--- config.mk ---
export PLATFORM = sky130hd
export DESIGN_NAME = if_stage
export DESIGN_NICKNAME = d
export VERILOG_FILES = /design/src/rtl/if_stage.sv
export SDC_FILE = /design/constraint.sdc
export NUM_CORES = 1
export LEC_CHECK = 0
export ABC_AREA = 1
export ABC_CLOCK_PERIOD_IN_PS = 3600
export BUFFER_PORTS_ARGS = -buffer_cell sky130_fd_sc_hd__buf_2
export CORE_ASPECT_RATIO = 1.2
export CORE_MARGIN = 8
export CORE_UTILIZATION = 59
export CTS_CLUSTER_DIAMETER = 100
export CTS_CLUSTER_SIZE = 30
export DETAILED_ROUTE_END_ITERATION = 8
export HOLD_SLACK_MARGIN = 0.06
export PLACE_DENSITY = 0.95
export RECOVER_POWER = 100
export SYNTH_ARGS = -nofsm -noshare
export SYNTH_HDL_FRONTEND = slang
export SYNTH_SLANG_ARGS = --single-unit
--- constraint.sdc ---
create_clock -name clk -period 3.6 [get_ports clk]
set_clock_uncertainty 0.1 [all_clocks]
set_input_delay 0.18 -clock clk [delete_from_list [all_inputs] [get_ports clk]]
set_output_delay 0.18 -clock clk [all_outputs]
set_load 0.1 [all_outputs]
--- src/rtl/if_stage.sv ---
// Instruction-fetch stage: owns the PC, issues one outstanding imem request
// at a time and loads fetched words into the IF/ID register. Handles decode
// stall (via a one-word hold buffer) and branch redirect (with drop of the
// stale in-flight response).
//
// state   | meaning
// --------+---------------------------------------------------------------
// S_BOOT  | one idle cycle after reset, no request
// S_FETCH | imem_req high, waiting for / accepting imem_ack
// S_HOLD  | word fetched while decode stalled; parked until stall drops
module if_stage #(
  parameter logic [31:0] RESET_PC = 32'h0000_0000,
  parameter int unsigned IMEM_AW  = 8
) (
  input  logic               clk,
  input  logic               rst_n,
  input  logic               stall,
  input  logic               PCSrc,
  input  logic [31:0]        branch_target,
  output logic               imem_req,
  output logic [IMEM_AW-1:0] imem_addr,
  input  logic               imem_ack,
  input  logic [31:0]        imem_rdata,
  output logic [31:0]        instn,
  output logic [31:0]        pc_plus4,
  output logic               instn_valid,
  output logic [31:0]        fetch_pc
);

  typedef enum logic [1:0] {
    S_BOOT  = 2'd0,
    S_FETCH = 2'd1,
    S_HOLD  = 2'd2
  } state_t;

  state_t             r_state;
  state_t             w_state_nxt;
  logic [31:0]        r_pc;
  logic [31:0]        w_pc_nxt;
  logic [31:0]        r_instn;
  logic [31:0]        w_instn_nxt;
  logic [31:0]        r_pc4;
  logic [31:0]        w_pc4_nxt;
  logic               r_valid;
  logic               w_valid_nxt;
  logic               r_discard;
  logic               w_discard_nxt;
  logic [IMEM_AW-1:0] r_stale_addr;
  logic [IMEM_AW-1:0] w_stale_addr_nxt;
  logic [31:0]        r_hold_instn;
  logic [31:0]        w_hold_instn_nxt;
  logic [31:0]        r_hold_pc4;
  logic [31:0]        w_hold_pc4_nxt;

  logic [31:0]        w_pc_inc;
  logic [31:0]        w_target;
  logic [IMEM_AW-1:0] w_pc_waddr;

  assign w_pc_inc   = r_pc + 32'd4;
  // Masking (rather than slicing) keeps every target bit referenced.
  assign w_target   = branch_target & 32'hFFFF_FFFC;
  assign w_pc_waddr = r_pc[IMEM_AW+1:2];

  // While a stale request is still outstanding the pc already points at the
  // redirect target, so the old word address is replayed from r_stale_addr.
  assign imem_req    = (r_state == S_FETCH);
  assign imem_addr   = r_discard ? r_stale_addr : w_pc_waddr;
  assign instn       = r_instn;
  assign pc_plus4    = r_pc4;
  assign instn_valid = r_valid;
  assign fetch_pc    = r_pc;

  // State and datapath registers.
  always_ff @(posedge clk or negedge rst_n) begin
    if (!rst_n) begin
      r_state      <= S_BOOT;
      r_pc         <= RESET_PC;
      r_instn      <= '0;
      r_pc4        <= '0;
      r_valid      <= 1'b0;
      r_discard    <= 1'b0;
      r_stale_addr <= '0;
      r_hold_instn <= '0;
      r_hold_pc4   <= '0;
    end else begin
      r_state      <= w_state_nxt;
      r_pc         <= w_pc_nxt;
      r_instn      <= w_instn_nxt;
      r_pc4        <= w_pc4_nxt;
      r_valid      <= w_valid_nxt;
      r_discard    <= w_discard_nxt;
      r_stale_addr <= w_stale_addr_nxt;
      r_hold_instn <= w_hold_instn_nxt;
      r_hold_pc4   <= w_hold_pc4_nxt;
    end
  end

  // Next-state and next-datapath decode; redirect is applied last so it wins.
  always_comb begin
    w_state_nxt      = r_state;
    w_pc_nxt         = r_pc;
    w_instn_nxt      = r_instn;
    w_pc4_nxt        = r_pc4;
    w_valid_nxt      = r_valid;
    w_discard_nxt    = r_discard;
    w_stale_addr_nxt = r_stale_addr;
    w_hold_instn_nxt = r_hold_instn;
    w_hold_pc4_nxt   = r_hold_pc4;

    case (r_state)
      S_BOOT: begin
        w_state_nxt = S_FETCH;
      end
      S_FETCH: begin
        if (imem_ack) begin
          if (r_discard) begin
            // stale response: drop it; decode sees a bubble unless stalled
            w_discard_nxt = 1'b0;
            if (!stall) w_valid_nxt = 1'b0;
          end else if (!stall) begin
            w_instn_nxt = imem_rdata;
            w_pc4_nxt   = w_pc_inc;
            w_valid_nxt = 1'b1;
            w_pc_nxt    = w_pc_inc;
          end else begin
            w_hold_instn_nxt = imem_rdata;
            w_hold_pc4_nxt   = w_pc_inc;
            w_pc_nxt         = w_pc_inc;
            w_state_nxt      = S_HOLD;
          end
        end else if (!stall) begin
          w_valid_nxt = 1'b0;
        end
      end
      S_HOLD: begin
        if (!stall) begin
          w_instn_nxt = r_hold_instn;
          w_pc4_nxt   = r_hold_pc4;
          w_valid_nxt = 1'b1;
          w_state_nxt = S_FETCH;
        end
      end
      default: begin
        w_state_nxt = S_BOOT;
      end
    endcase

    if (PCSrc) begin
      w_pc_nxt         = w_target;
      w_valid_nxt      = 1'b0;
      w_instn_nxt      = r_instn;
      w_pc4_nxt        = r_pc4;
      w_hold_instn_nxt = '0;
      w_hold_pc4_nxt   = '0;
      w_state_nxt      = S_FETCH;
      if (r_state == S_FETCH && !imem_ack) begin
        // request still in flight: its response must be thrown away
        w_discard_nxt = 1'b1;
        if (!r_discard) w_stale_addr_nxt = w_pc_waddr;
      end else begin
        w_discard_nxt = 1'b0;
      end
    end
  end

endmodule

# Word level (Yosys, flattened, before mapping)
# Index checks and enable logic that the tools add are counted.
# Widths: inputs -> output; s select.
# classes
add_sub_neg	1
n_eq_ne	11
muxes	41
n_bitwise	1
n_reduce_logical	14
# ops
cell	n
$mux 32	22
$pmux 32 s2	2
$add 32x3->32 const B	1
$mux 2	5
$mux 1	9
$ne 3x3->1 const B	3
$mux 8	1
$ne 2x2->1 const B	4
$reduce_and 4->1	2
$reduce_bool 2->1	4
$pmux 2 s3	1
$reduce_and 6->1	1
$reduce_and 2->1	2
$ne 3x2->1 const B	1
$reduce_and 3->1	1
$reduce_bool 3->1	1
$eq 2x1->1 const B	1
$eq 2x2->1 const B	1
$logic_not 2->1	1
$ne 2x1->1 const B	1
$pmux 1 s2	1
$logic_and 1x1->1	1
$logic_not 1->1	1
$not 1->1	1
# word_totals
reg_bits	172
inputBits	69
output_inout_bits	106
word_cells	77

# Logic depth before layout (Yosys ltp)
# logic_depth
depth_word	6
ltp_mapped	10
mapped_depth_nobuf	10

# Worst setup path before layout
# No wires, ideal clock.
# synth_timing
kind	register to register
start	register r_pc[2] (netlist: fetch_pc[2])
end	register r_stale_addr[0]
setup_time_ps	75
t_arrival_ps	3694
required_ps	3425
setup_slack_ps	-269
stages_incl_launch_ff	5
n_path_buf	0
synth_period_minus_slack_ps	3869
path_cell_list	dfrtp_1 inv_1 o21ai_0 nand2_1 nand2_1
# synth_between
elab_chain_cells	1
# synth_lines
element	line_no	source
from (decl)	38	logic [31:0] r_pc;
from (signal assigned)	87	r_pc <= w_pc_nxt;
$mux 8	n/a	
net imem_addr[0]	21	output logic [IMEM_AW-1:0] imem_addr,
to (signal assigned)	92	r_stale_addr <= w_stale_addr_nxt;
to (decl)	48	logic [IMEM_AW-1:0] r_stale_addr;
# The timed path passes the listed nets, and every way through them passes these cells.
# A chain may end at the register's enable or synchronous reset.

# Final worst setup path
# layout_timing
start	register r_discard
end	register r_hold_instn[2]
# layout_between
elab_chain_cells	2
# layout_lines
element	line_no	source
from (decl)	46	logic r_discard;
from (signal assigned)	91	r_discard <= w_discard_nxt;
$ne 2x2->1 (no line)	n/a	
$reduce_and 4->1 (no line)	n/a	
to (signal assigned)	93	r_hold_instn <= w_hold_instn_nxt;
to (decl)	50	logic [31:0] r_hold_instn;
# No other way between the ends.

==> results.json <==
{
  "grt_first_pass_wirelength_um": 41100,
  "path_clk_slew_ns": 0.07,
  "synthTopCellsByCount": "436 x nand2_1, 168 x dfrtp_1, 88 x nor2_1",
  "async_flop_share": 1.00,
  "yosys.area.top_type": "dfrtp_1",
  "dp_cells": 1357,
  "io_pins": 175,
  "muxShareOfSynthArea": 0,
  "synth_cell_types": 34,
  "drc": 0,
  "synth_area_sq_um": 8130,
  "ff2ff_setup_slack_ns": 0.80,
  "cts-root-buf": "clkbuf_16",
  "r2r_end": "r_hold_instn[2]",
  "cts_inserted_buffers": 17,
  "gr-total-overflow": 0,
  "synth_edf_count": 0,
  "crit_fanout": 39,
  "switchingPower_mw": 4.18,
  "drtIter0Drc": 951,
  "multi_input_area_sq_um": 3370,
  "route.vias.total": 8401,
  "pwr-share-comb": 0.452,
  "initial_core_util": 0.596,
  "synth_simple_gate_area_frac": 0.293,
  "synth_xor_area_frac": 0.00646,
  "fp.dieW_um": 123,
  "syn_inst": 1052,
  "die_area_sq_um": 17800,
  "nFillCells": 940,
  "dp_hpwl_um": 16000,
  "io_buffers": 170,
  "status": "complete, but fails checks",
  "n_antenna_cell": 0,
  "wire_per_inst_um": 18.0,
  "synth_adder_area_share": 0.00154,
  "gp_congestion": 0.985,
  "cts_max_path_buffers": 2,
  "layout-drive-gt1-share": 0.101,
  "seq_area_frac_synth": 0.517,
  "first_pass_iters": 6,
  "critPathArrivalTime_ns": 3.05,
  "cts_max_level": 4,
  "antenna_found_initial": 0,
  "startpoint": "r_discard",
  "worstPathRequired_ns": 3.85,
  "cp-endpoint": "r_hold_instn[2]",
  "setup_viol_count_final": 0,
  "relSlewSlack": -0.565,
  "synth.area.top_cells": "dfrtp_1 52%, nand2_1 20%, nor2_1 4.1%, inv_1 3.2%, a31oi_1 2.8%",
  "layout.cells.non_filler": 1453,
  "internal-power_mw": 3.87,
  "post_cts_resized": 0,
  "p_sw_frac": 0.519,
  "synth_compound_area_frac": 0.112,
  "final-seq-area_sq_um": 4200,
  "cp-end-kind": "flop",
  "leakage_nw": 5.00,
  "max-cap-violations": 1,
  "design_area_sq_um": 10100,
  "r2r-start": "r_discard",
  "cts_sinks": 168,
  "wl_um": 26100,
  "rsz0062_at_grt": "no",
  "yosys_warnings": 0,
  "via_per_inst": 5.78,
  "reg2reg_depth": 7,
  "drtAntennaViolNets": 0,
  "die_y_um": 145,
  "tns_ns": 0,
  "syn_avg_cell_area_sq_um": 7.73,
  "worstMarginPinSlew_ns": 2.35,
  "core_area_sq_um": 13600,
  "slew_violations": 93,
  "start_kind": "flop",
  "vdd_ir_drop_max_mv": 0.669,
  "rows": 47,
  "pwr-share-seq": 0.319,
  "clkPwrFrac": 0.228,
  "hold_violations": 0,
  "grt_use_total": 0.297,
  "fmax_mhz": 357,
  "dpl_cell_area_sq_um": 9050,
  "p_per_area_nw_per_um2": 795,
  "clock_latency_ns": 0.42,
  "synth_ff_type": "dfrtp_1",
  "grt_max_degree": 93,
  "fin_crit_ns": 2.80,
  "nNetsFinal": 1339,
  "synth_top_cell_area_share": 0.517,
  "synth_most_common_cell": "nand2_1",
  "min_path_type": "in2reg",
  "finalPower_mw": 8.04,
  "worstSetupPathType": "reg2reg",
  "post-route-period-util": 0.778,
  "synth-seq-cells": 168,
  "cts_tree": "built",
  "grt_pass1_vias": 8348,
  "synth_top_family_by_area": "simple AND/OR/NAND/NOR gates",
  "syn_to_final_growth_pct": 24.4,
  "violations": "max-capacitance violations, max-slew violations"
}
==> cells by family (layout without fill, tap and decap cells) <==
kind of cell / count (synthesis) / count (layout)
XOR/XNOR: 6 / 6
AND/OR/NAND/NOR: 591 / 591
other: 1 / 2
buffers and inverters: 129 / 358
flip-flops: 168 / 168
AO/OA/AOI/OAI: 156 / 156
adder cells (fa/ha/maj): 1 / 1
==> worst min path at each step <==
stage / start / end / slack [ns] / depth (start not counted)
floorplan: rst_n / fetch_pc[10] / -0.22 / 0
global placement: rst_n / pc_plus4[24] / 0.21 / 1
detailed placement: rst_n / r_stale_addr[7] / 0.22 / 1
CTS: imem_ack / r_state[0] / 0.08 / 6
global route: imem_ack / r_state[0] / 0.16 / 6
finish: imem_ack / r_state[0] / 0.13 / 6
==> placed cells by master (no fill, tap or decap), drive strengths merged <==
cell / instances
conb: 2
inv: 79
nand3b: 2
a31oi: 37
bufinv: 2
nor2: 101
o22ai: 13
o31ai: 1
nand3: 43
xnor2: 1
and2: 1
o211ai: 12
clkbuf: 136
nand2: 441
nor3: 1
o21bai: 3
a22o: 5
o221ai: 1
dfrtp: 168
clkinvlp: 2
dlygate4sd3: 64
clkinv: 3
xor2: 5
a21oi: 31
buf: 72
o21ai: 53
nand4: 2
ha: 1
==> critical path, cell delays in order (launching register included) <==
cell      delay (ns)
dfrtp_1         0.65
nor2_1          0.15
nand2_1         0.10
nand2_1         0.12
o21ai_0         0.50
clkbuf_2        0.82
nand2_1         0.16
nand2_1         0.12
==> sequential cells by signal, summed over array words and instances, names as in the netlist <==
register and count:
instn 32, r_state 2, r_hold_pc4 31, r_discard 1
pc_plus4 31, instn_valid 1, fetch_pc 30, r_stale_addr 8
r_hold_instn 32
==> routing by layer <==
layer | GRT usage | routed length (um)
met4 | 0.159 | 1080
met5 | 0 | 0
met3 | 0.0660 | 2710
met1 | 0.339 | 9360
met2 | 0.506 | 12900
==> stage by stage <==
step / util / setup slack (ns) / hold slack [ns]
6_report: 0.742 / 0.801 / 0.127
5_1_grt: 0.742 / 0.642 / 0.158
4_1_cts: 0.754 / 1.34 / 0.0797
3_5_place_dp: 0.663 / 1.22 / 0.220
3_3_place_gp: 0.663 / 1.28 / 0.211
2_1_floorplan: - / 0.540 / -0.216
==> power by group through the flow <==
stage | clock (mW) | sequential, mW | combinational [mW]
floorplan | 0 | 4.72 | 0.807
global placement | 0 | 2.54 | 3.60
detailed placement | 0 | 2.56 | 3.64
CTS | 1.84 | 2.53 | 3.71
global route | 1.92 | 2.61 | 3.79
finish | 1.84 | 2.57 | 3.64
==> what timing repair did <==
item,4_1_cts,5_1_grt
buffers inserted,0,0
endpoints found under the hold margin,185,0
hold buffers,64,0
==> cell type report <==
type,count,area share
Timing Repair Buffer,247,0.143
Sequential cell,168,0.415
Clock buffer,25,0.0500
Clock inverter,7,0.00890
Tap cell,171,0.0211
Multi-Input combinational cell,756,0.333
Inverter,79,0.0293
Power figures use the tool's default switching activity.
